**src/rtl/pic_rw_ctrl_seq.sv**
```systemverilog
// pic_rw_ctrl_seq: PIC CPU bus interface. It holds the data-bus buffer and the
// read/write control. Writes are decoded into ICW1..ICW4 during initialisation
// and into OCW1..OCW3 afterwards. Reads return IMR, IRR, ISR or a poll word.
//
// Bus handshake: a write is taken on the rising edge of wr_n. That is the cycle
// where wr_q=0 and wr_n=1 while cs_n=0. d_in and a0 are sampled in that same
// cycle. A read drives d_oe/d_out one cycle after cs_n=0 and rd_n=0 are
// sampled, and stops one cycle after either of them goes high. A read that
// overlaps a write never drives the bus.
module pic_rw_ctrl_seq #(
  parameter int N_IR    = 8,
  parameter int CASCADE = 1,
  parameter int DATA_W  = 8
) (
  input  logic              clk,
  input  logic              rst,
  input  logic              cs_n,
  input  logic              wr_n,
  input  logic              rd_n,
  input  logic              a0,
  input  logic [DATA_W-1:0] d_in,
  output logic [DATA_W-1:0] d_out,
  output logic              d_oe,
  input  logic [N_IR-1:0]   irr_in,
  input  logic [N_IR-1:0]   isr_in,
  output logic [N_IR-1:0]   imr,
  output logic [4:0]        vec_base,
  output logic              ltim,
  output logic              sngl,
  output logic [7:0]        cas_cfg,
  output logic [4:0]        icw4,
  output logic              ocw2_stb,
  output logic [2:0]        ocw2_cmd,
  output logic [2:0]        ocw2_lvl,
  output logic              smm,
  output logic              ready
);

  if (DATA_W != 8) begin : g_bad_width
    $error("pic_rw_ctrl_seq: DATA_W must be 8");
  end

  // IMPL_MASK has a 1 for each existing IR line; IMR keeps the other bits at 1.
  localparam logic [7:0] IMPL_MASK = 8'((16'd1 << N_IR) - 16'd1);

  typedef enum logic [2:0] {
    S_WAIT_ICW1 = 3'd0,
    S_ICW2      = 3'd1,
    S_ICW3      = 3'd2,
    S_ICW4      = 3'd3,
    S_READY     = 3'd4
  } state_t;

  state_t     state;
  logic       wr_q, rd_q;
  logic       ic4;
  logic       rsel;       // 0: IRR, 1: ISR
  logic       poll_pend;
  logic       poll_rd;    // the read in progress is a poll read
  logic [7:0] imr_r;
  logic [7:0] irr_ext, isr_ext, pend;
  logic [2:0] poll_lvl;
  logic [7:0] rd_data;
  logic       wr_ev, rd_now, poll_done;

  assign imr       = imr_r[N_IR-1:0];
  assign wr_ev     = !cs_n && !wr_q && wr_n;
  assign rd_now    = !cs_n && !rd_n && wr_n;
  assign poll_done = poll_rd && !rd_q && rd_n;

  // Read data select: zero-extended IRR/ISR, a poll word, or IMR.
  // The loop counts down, so the lowest set bit (IR0 highest priority) wins.
  always_comb begin
    irr_ext = '0;
    isr_ext = '0;
    irr_ext[N_IR-1:0] = irr_in;
    isr_ext[N_IR-1:0] = isr_in;
    pend = irr_ext & ~imr_r;
    poll_lvl = 3'd0;
    for (int i = 7; i >= 0; i--) begin
      if (pend[i]) poll_lvl = 3'(i);
    end
    if (poll_pend)
      rd_data = (pend != 8'h00) ? {1'b1, 4'b0000, poll_lvl} : 8'h00;
    else if (a0)
      rd_data = imr_r;
    else
      rd_data = rsel ? isr_ext : irr_ext;
  end

  // Write decode: ICW1 is accepted from any state, then ICW2..ICW4, then OCWs.
  always_ff @(posedge clk) begin
    if (rst) begin
      state     <= S_WAIT_ICW1;
      wr_q      <= 1'b1;
      ic4       <= 1'b0;
      rsel      <= 1'b0;
      poll_pend <= 1'b0;
      imr_r     <= 8'hFF;
      vec_base  <= 5'd0;
      ltim      <= 1'b0;
      sngl      <= 1'b0;
      cas_cfg   <= 8'h00;
      icw4      <= 5'd0;
      ocw2_stb  <= 1'b0;
      ocw2_cmd  <= 3'd0;
      ocw2_lvl  <= 3'd0;
      smm       <= 1'b0;
      ready     <= 1'b0;
    end else begin
      wr_q     <= wr_n;
      ocw2_stb <= 1'b0;
      if (poll_done) poll_pend <= 1'b0;
      if (wr_ev) begin
        if (!a0 && d_in[4]) begin
          ltim     <= d_in[3];
          sngl     <= d_in[1];
          ic4      <= d_in[0];
          imr_r    <= ~IMPL_MASK;
          vec_base <= 5'd0;
          cas_cfg  <= 8'h00;
          icw4     <= 5'd0;
          smm      <= 1'b0;
          rsel     <= 1'b0;
          ready    <= 1'b0;
          state    <= S_ICW2;
        end else begin
          case (state)
            S_ICW2: if (a0) begin
              vec_base <= d_in[7:3];
              if (CASCADE != 0 && !sngl) state <= S_ICW3;
              else if (ic4) state <= S_ICW4;
              else begin
                state <= S_READY;
                ready <= 1'b1;
              end
            end
            S_ICW3: if (a0) begin
              cas_cfg <= d_in;
              if (ic4) state <= S_ICW4;
              else begin
                state <= S_READY;
                ready <= 1'b1;
              end
            end
            S_ICW4: if (a0) begin
              icw4  <= d_in[4:0];
              state <= S_READY;
              ready <= 1'b1;
            end
            S_READY: begin
              if (a0) begin
                imr_r <= d_in | ~IMPL_MASK;
              end else if (!d_in[3]) begin
                ocw2_stb <= 1'b1;
                ocw2_cmd <= d_in[7:5];
                ocw2_lvl <= d_in[2:0];
              end else begin
                if (d_in[1]) rsel <= d_in[0];
                if (d_in[2]) poll_pend <= 1'b1;
                if (d_in[6]) smm <= d_in[5];
              end
            end
            default: ;
          endcase
        end
      end
    end
  end

  // Read path: register the drive enable and data, and track poll reads.
  always_ff @(posedge clk) begin
    if (rst) begin
      rd_q    <= 1'b1;
      d_oe    <= 1'b0;
      d_out   <= '0;
      poll_rd <= 1'b0;
    end else begin
      rd_q    <= rd_n;
      d_oe    <= rd_now;
      poll_rd <= rd_now ? poll_pend : 1'b0;
      if (rd_now) d_out <= rd_data;
    end
  end

endmodule
```
**config.mk**
```make
export PLATFORM = sky130hd
export DESIGN_NAME = pic_rw_ctrl_seq
export DESIGN_NICKNAME = d
export VERILOG_FILES = /design/src/rtl/pic_rw_ctrl_seq.sv
export SDC_FILE = /design/constraint.sdc
export NUM_CORES = 1
export LEC_CHECK = 0
export CORE_ASPECT_RATIO = 0.6
export CORE_MARGIN = 2
export CORE_UTILIZATION = 45
export DETAILED_ROUTE_END_ITERATION = 8
export DONT_BUFFER_PORTS = 1
export GPL_TIMING_DRIVEN = 0
export SYNTH_ARGS = -nofsm -noshare
export SYNTH_HDL_FRONTEND = slang
export SYNTH_SLANG_ARGS = --single-unit
```
**constraint.sdc**
```tcl
create_clock -name clk -period 1.7 [get_ports clk]
set_input_delay 0.425 -clock clk [delete_from_list [all_inputs] [get_ports clk]]
set_output_delay 0.425 -clock clk [all_outputs]
set_load 0.02 [all_outputs]
```
# Word-level counts from Yosys, hierarchy flattened
# Index checks and enable logic that the tools add are counted.
# W data, S select, Z words.
classes:
  bitwise_logic: 8
  muxes: 55
  n_reduce_logical: 34
  eq_ne: 9
ops:
  columns: ["operator", "n"]
  rows:
  - ["$mux W8", 9]
  - ["$mux W3", 14]
  - ["$mux W5", 6]
  - ["$mux W1", 24]
  - ["$reduce_and A5 Y1", 4]
  - ["$reduce_bool A2 Y1", 8]
  - ["$ne A3 B3 Y1 const B", 4]
  - ["$reduce_and A3 Y1", 4]
  - ["$pmux W3 S3", 1]
  - ["$and A8 B8 Y8", 1]
  - ["$not A8 Y8", 1]
  - ["$reduce_bool A8 Y1", 1]
  - ["$logic_and A1 B1 Y1", 7]
  - ["$eq A3 B2 Y1 const B", 2]
  - ["$not A1 Y1", 6]
  - ["$reduce_and A6 Y1", 1]
  - ["$logic_not A1 Y1", 5]
  - ["$reduce_or A5 Y1", 1]
  - ["$reduce_bool A4 Y1", 1]
  - ["$eq A3 B1 Y1 const B", 1]
  - ["$eq A3 B3 Y1 const B", 1]
  - ["$pmux W1 S3", 1]
  - ["$ne A2 B1 Y1 const B", 1]
  - ["$reduce_and A2 Y1", 1]
  - ["$reduce_or A2 Y1", 1]
word_totals:
  input_bits: 30
  regBits: 55
  out_inout_bits: 46

# Logic depth before layout (Yosys ltp)
logic_depth:
  ltp_word: 12
  mapped_depth: 6

# Least setup slack after synthesis
# No wires, ideal clock.
synth_timing:
  path_kind: "in2reg"
  startpoint: "in cs_n"
  endpoint: "reg ocw2_cmd[0]"
  setup_ns: 0.128
  t_arrival_ns: 1.676
  required_ns: 1.572
  path_slack_ns: -0.104
  cell_stages: 5
  cell_sequence: "or3b_1 buf_6 nor4b_4 mux2i_1 nor2_1"
synth_via:
  elab_chain_cells: 4
synth_rtl:
  columns: ["item", "line", "source"]
  rows:
  - ["start: declaration", "17", "input logic cs_n,"]
  - ["$logic_not A1 Y1", "67", "assign wr_ev = !cs_n && !wr_q && wr_n;"]
  - ["$logic_and A1 B1 Y1 (2 in a row)", "67", null]
  - ["$reduce_and A5 Y1 (no line)", null, null]
  - ["end signal: assignment", "156", "ocw2_cmd <= d_in[7:5];"]
  - ["end: declaration", "33", "output logic [2:0] ocw2_cmd,"]
# Every way passes these cells.
# A chain may end at the register's enable or synchronous reset.

# Worst setup path in the final report
layout_timing:
  startpoint: "reg wr_q"
  endpoint: "reg ocw2_lvl[1]"
layout_via:
  elab_chain_cells: 4
layout_rtl:
  columns: ["item", "line", "source"]
  rows:
  - ["start: declaration", "55", "logic wr_q, rd_q;"]
  - ["start signal: assignment", "111", "wr_q <= wr_n;"]
  - ["$logic_not A1 Y1", "67", null]
  - ["$logic_and A1 B1 Y1 (2 in a row)", "67", null]
  - ["$reduce_and A5 Y1 (no line)", null, null]
  - ["end signal: assignment", "157", "ocw2_lvl <= d_in[2:0];"]
  - ["end: declaration", "34", "output logic [2:0] ocw2_lvl,"]
# Every way passes these cells.

==> impl_metrics.env <==
export IMPL_synth_distinct_cells=45
export IMPL_syn_nets=306
export IMPL_path_class="register to register"
export IMPL_tightest_slew_ns=0.840
export IMPL_drc=0
export IMPL_max_freq_ghz=0.585
export IMPL_synth_compound_area_share=0.162
export IMPL_wirelength_um=6780
export IMPL_mostFrequentLayoutCells="dfxtp_1 (51), nor2_1 (36), mux2i_1 (30)"
export IMPL_drv_slew=0
export IMPL_core_sq_um=5520
export IMPL_synthMuxAreaShare=0.130
export IMPL_dr_total_vias=2063
export IMPL_drt_pass1_iter_count=4
export IMPL_clock_sinks=55
export IMPL_fin_crit_sh=1.01
export IMPL_ys_flop_type="dfxtp_1"
export IMPL_overflow=0
export IMPL_gp_congestion=0.857
export IMPL_grt_max_degree=18
export IMPL_rows=21
export IMPL_startpoint_type="register"
export IMPL_numCtsBuffers=5
export IMPL_synth_area_leaders="dfxtp_1 (43%), mux2i_1 (13%), nor2_1 (5.3%)"
export IMPL_synthCells=276
export IMPL_final_common_cell="dfxtp_1"
export IMPL_port_buffers=0
export IMPL_grt_pass1_vias=2054
export IMPL_grt_pass1_wl_um=11000
export IMPL_cts_hold_buf=0
export IMPL_worstPathCellList="or3b_4, buf_8, nor4b_4, buf_12, mux2i_1, nor2_1"
export IMPL_setup_slack_ns=-0.00855
export IMPL_cts_root_buf="clkbuf_8"
export IMPL_min_path_type="input pin to register"
export IMPL_path_buf_inv=2
export IMPL_start_util=0.463
export IMPL_clkLatencyLatePin_ns=0.31
export IMPL_power_density_nw_per_um2=790
export IMPL_synth_top_family_by_area="simple AND/OR/NAND/NOR gates"
export IMPL_crit_required_ns=1.88
export IMPL_synth_xor_xnor_area_share=0
export IMPL_synthSimpleGateAreaFrac=0.246
export IMPL_cts_buffer_depth=2
export IMPL_route_antenna_remaining_nets=0
export IMPL_routedWlPerCell_um=18.8
export IMPL_drive_gt1_frac=0.144
export IMPL_ys_seq_area_frac=0.431
export IMPL_ir_drop_mv=0.372
export IMPL_syn_area_per_cell_sq_um=9.25
export IMPL_syn_area_sq_um=2550
export IMPL_via_per_inst=5.71
export IMPL_io_pins=76
export IMPL_ys_ff_latch=55
export IMPL_p_leak_nw=0.955
export IMPL_min_period_ns=1.71
export IMPL_die_w_um=101
export IMPL_area_delta_synth_final_pct=13.3
export IMPL_synth_fa_ha_area_frac=0
export IMPL_violations="setup timing"
export IMPL_fin_worst_skew_ns=0.00726
export IMPL_end_kind="register"
export IMPL_grt_setup_unrepaired="yes"
export IMPL_stdcell_count=361
export IMPL_ys_async_sr_fraction=0
export IMPL_clkTransAtPathRegs_ns=0.10
export IMPL_track_usage=0.225
export IMPL_fp_dieH_um=62.3
export IMPL_dieArea_sq_um=6310
export IMPL_ys_warn_count=0
export IMPL_yosysTopAreaCell="dfxtp_1"
export IMPL_antenna_found_initial=0
export IMPL_relSlewSlack=0.438
export IMPL_hold_viol=0
export IMPL_arrival_ns=1.89
export IMPL_dp_slack_ns=-0.379
export IMPL_crit_fanout=7
export IMPL_status="finished with violations"
export IMPL_finalSetupViolCount=2
export IMPL_hpwl_um=4900
export IMPL_antennaDiodeCount=0
export IMPL_synth_top_area_share=0.431
export IMPL_finalNetCount=321
export IMPL_cts_tree="done"
export IMPL_maxCapViolCount=0
export IMPL_initialDrtViolationCount=154
export IMPL_cpPeakStageDelay_ns=0.38
export IMPL_cts_htree_levels=2
export IMPL_dp_cells=345
export IMPL_cp_top_family="simple AND/OR/NAND/NOR gates"
export IMPL_slowest_stage="or3b_4"
export IMPL_synth_edf_count=0
export IMPL_power_total_mw=2.28
[logic make-up after synthesis]
group	after synthesis
simple gates	115
compound gates	55
flops	55
mux	33
buf+inv	18
[worst paths after layout]
path / slack, ns / to / cells after the start / start
min reg2reg: 0.52 / ic4 / 2 / ic4
max reg2reg: -0.009 / ocw2_lvl[1] / 6 / wr_q
max: -0.009 / ocw2_lvl[1] / 6 / wr_q
min: 0.22 / wr_q / 1 / wr_n
[cell type report]
type,count,area (sq um)
Clock buffer,6,82.6
Buffer,13,63.8
Timing Repair Buffer,8,103
Sequential cell,55,1110
Fill cell,527,2630
Clock inverter,2,16.3
Inverter,5,18.8
Multi-Input combinational cell,203,1410
Tap cell,69,86.3
[sequential cells by signal, summed over array words and instances (netlist names), 3 cells and up]
register and count:
cas_cfg 8, d_out 8, imr 8, icw4 5, vec_base 5, ocw2_cmd 3
ocw2_lvl 3, state 3
[through the flow]
step	utilization	instance area, sq um	hold slack, ns	setup TNS, ns
2_1_floorplan	-	2550	0.474	-1.05
3_3_place_gp	0.478	2640	0.506	-7.94
3_5_place_dp	0.478	2640	0.507	-8.91
6_report	0.524	2890	0.220	-0.0121
4_1_cts	0.507	2800	0.214	0
5_1_grt	0.524	2890	0.208	-0.583
[metal layers]
metal,track usage,vias to the layer above,share of wire
li1,-,1002,-
met1,0.338,1003,0.51
met2,0.309,54,0.40
met3,0.0788,4,0.091
met4,0.0422,0,0.0056
met5,0,-,0
[repair_timing]
| item | CTS | global route |
|---|---|---|
| setup endpoints to repair | 28 | 38 |
| pin swaps | 3 | 4 |
| buffers inserted | 4 | 3 |
| resized for setup | 2 | 14 |
| cloned | 0 | 1 |
[synthesized netlist by cell type (3+ instances only)]
library cell / number
a22oi_1: 6
nor2_1: 36
or2_2: 3
dfxtp_1: 55
clkbuf_1: 10
o21ai_0: 14
nand2_1: 19
or3b_1: 3
a31oi_1: 3
nand3_1: 3
a21oi_1: 9
a211oi_4: 3
and2_1: 10
mux2i_1: 32
nor2b_1: 11
or2b_1: 3
nand2b_1: 9
a211o_1: 7
inv_1: 5
nand3b_1: 4
[power breakdown]
group          total [mW]  internal (mW)  leakage (nW)  switching [mW]
clock               0.773          0.334        0.0474           0.439
sequential           1.34           1.31         0.447          0.0369
combinational       0.170         0.0661         0.460           0.104
Power figures use the tool's default switching activity.
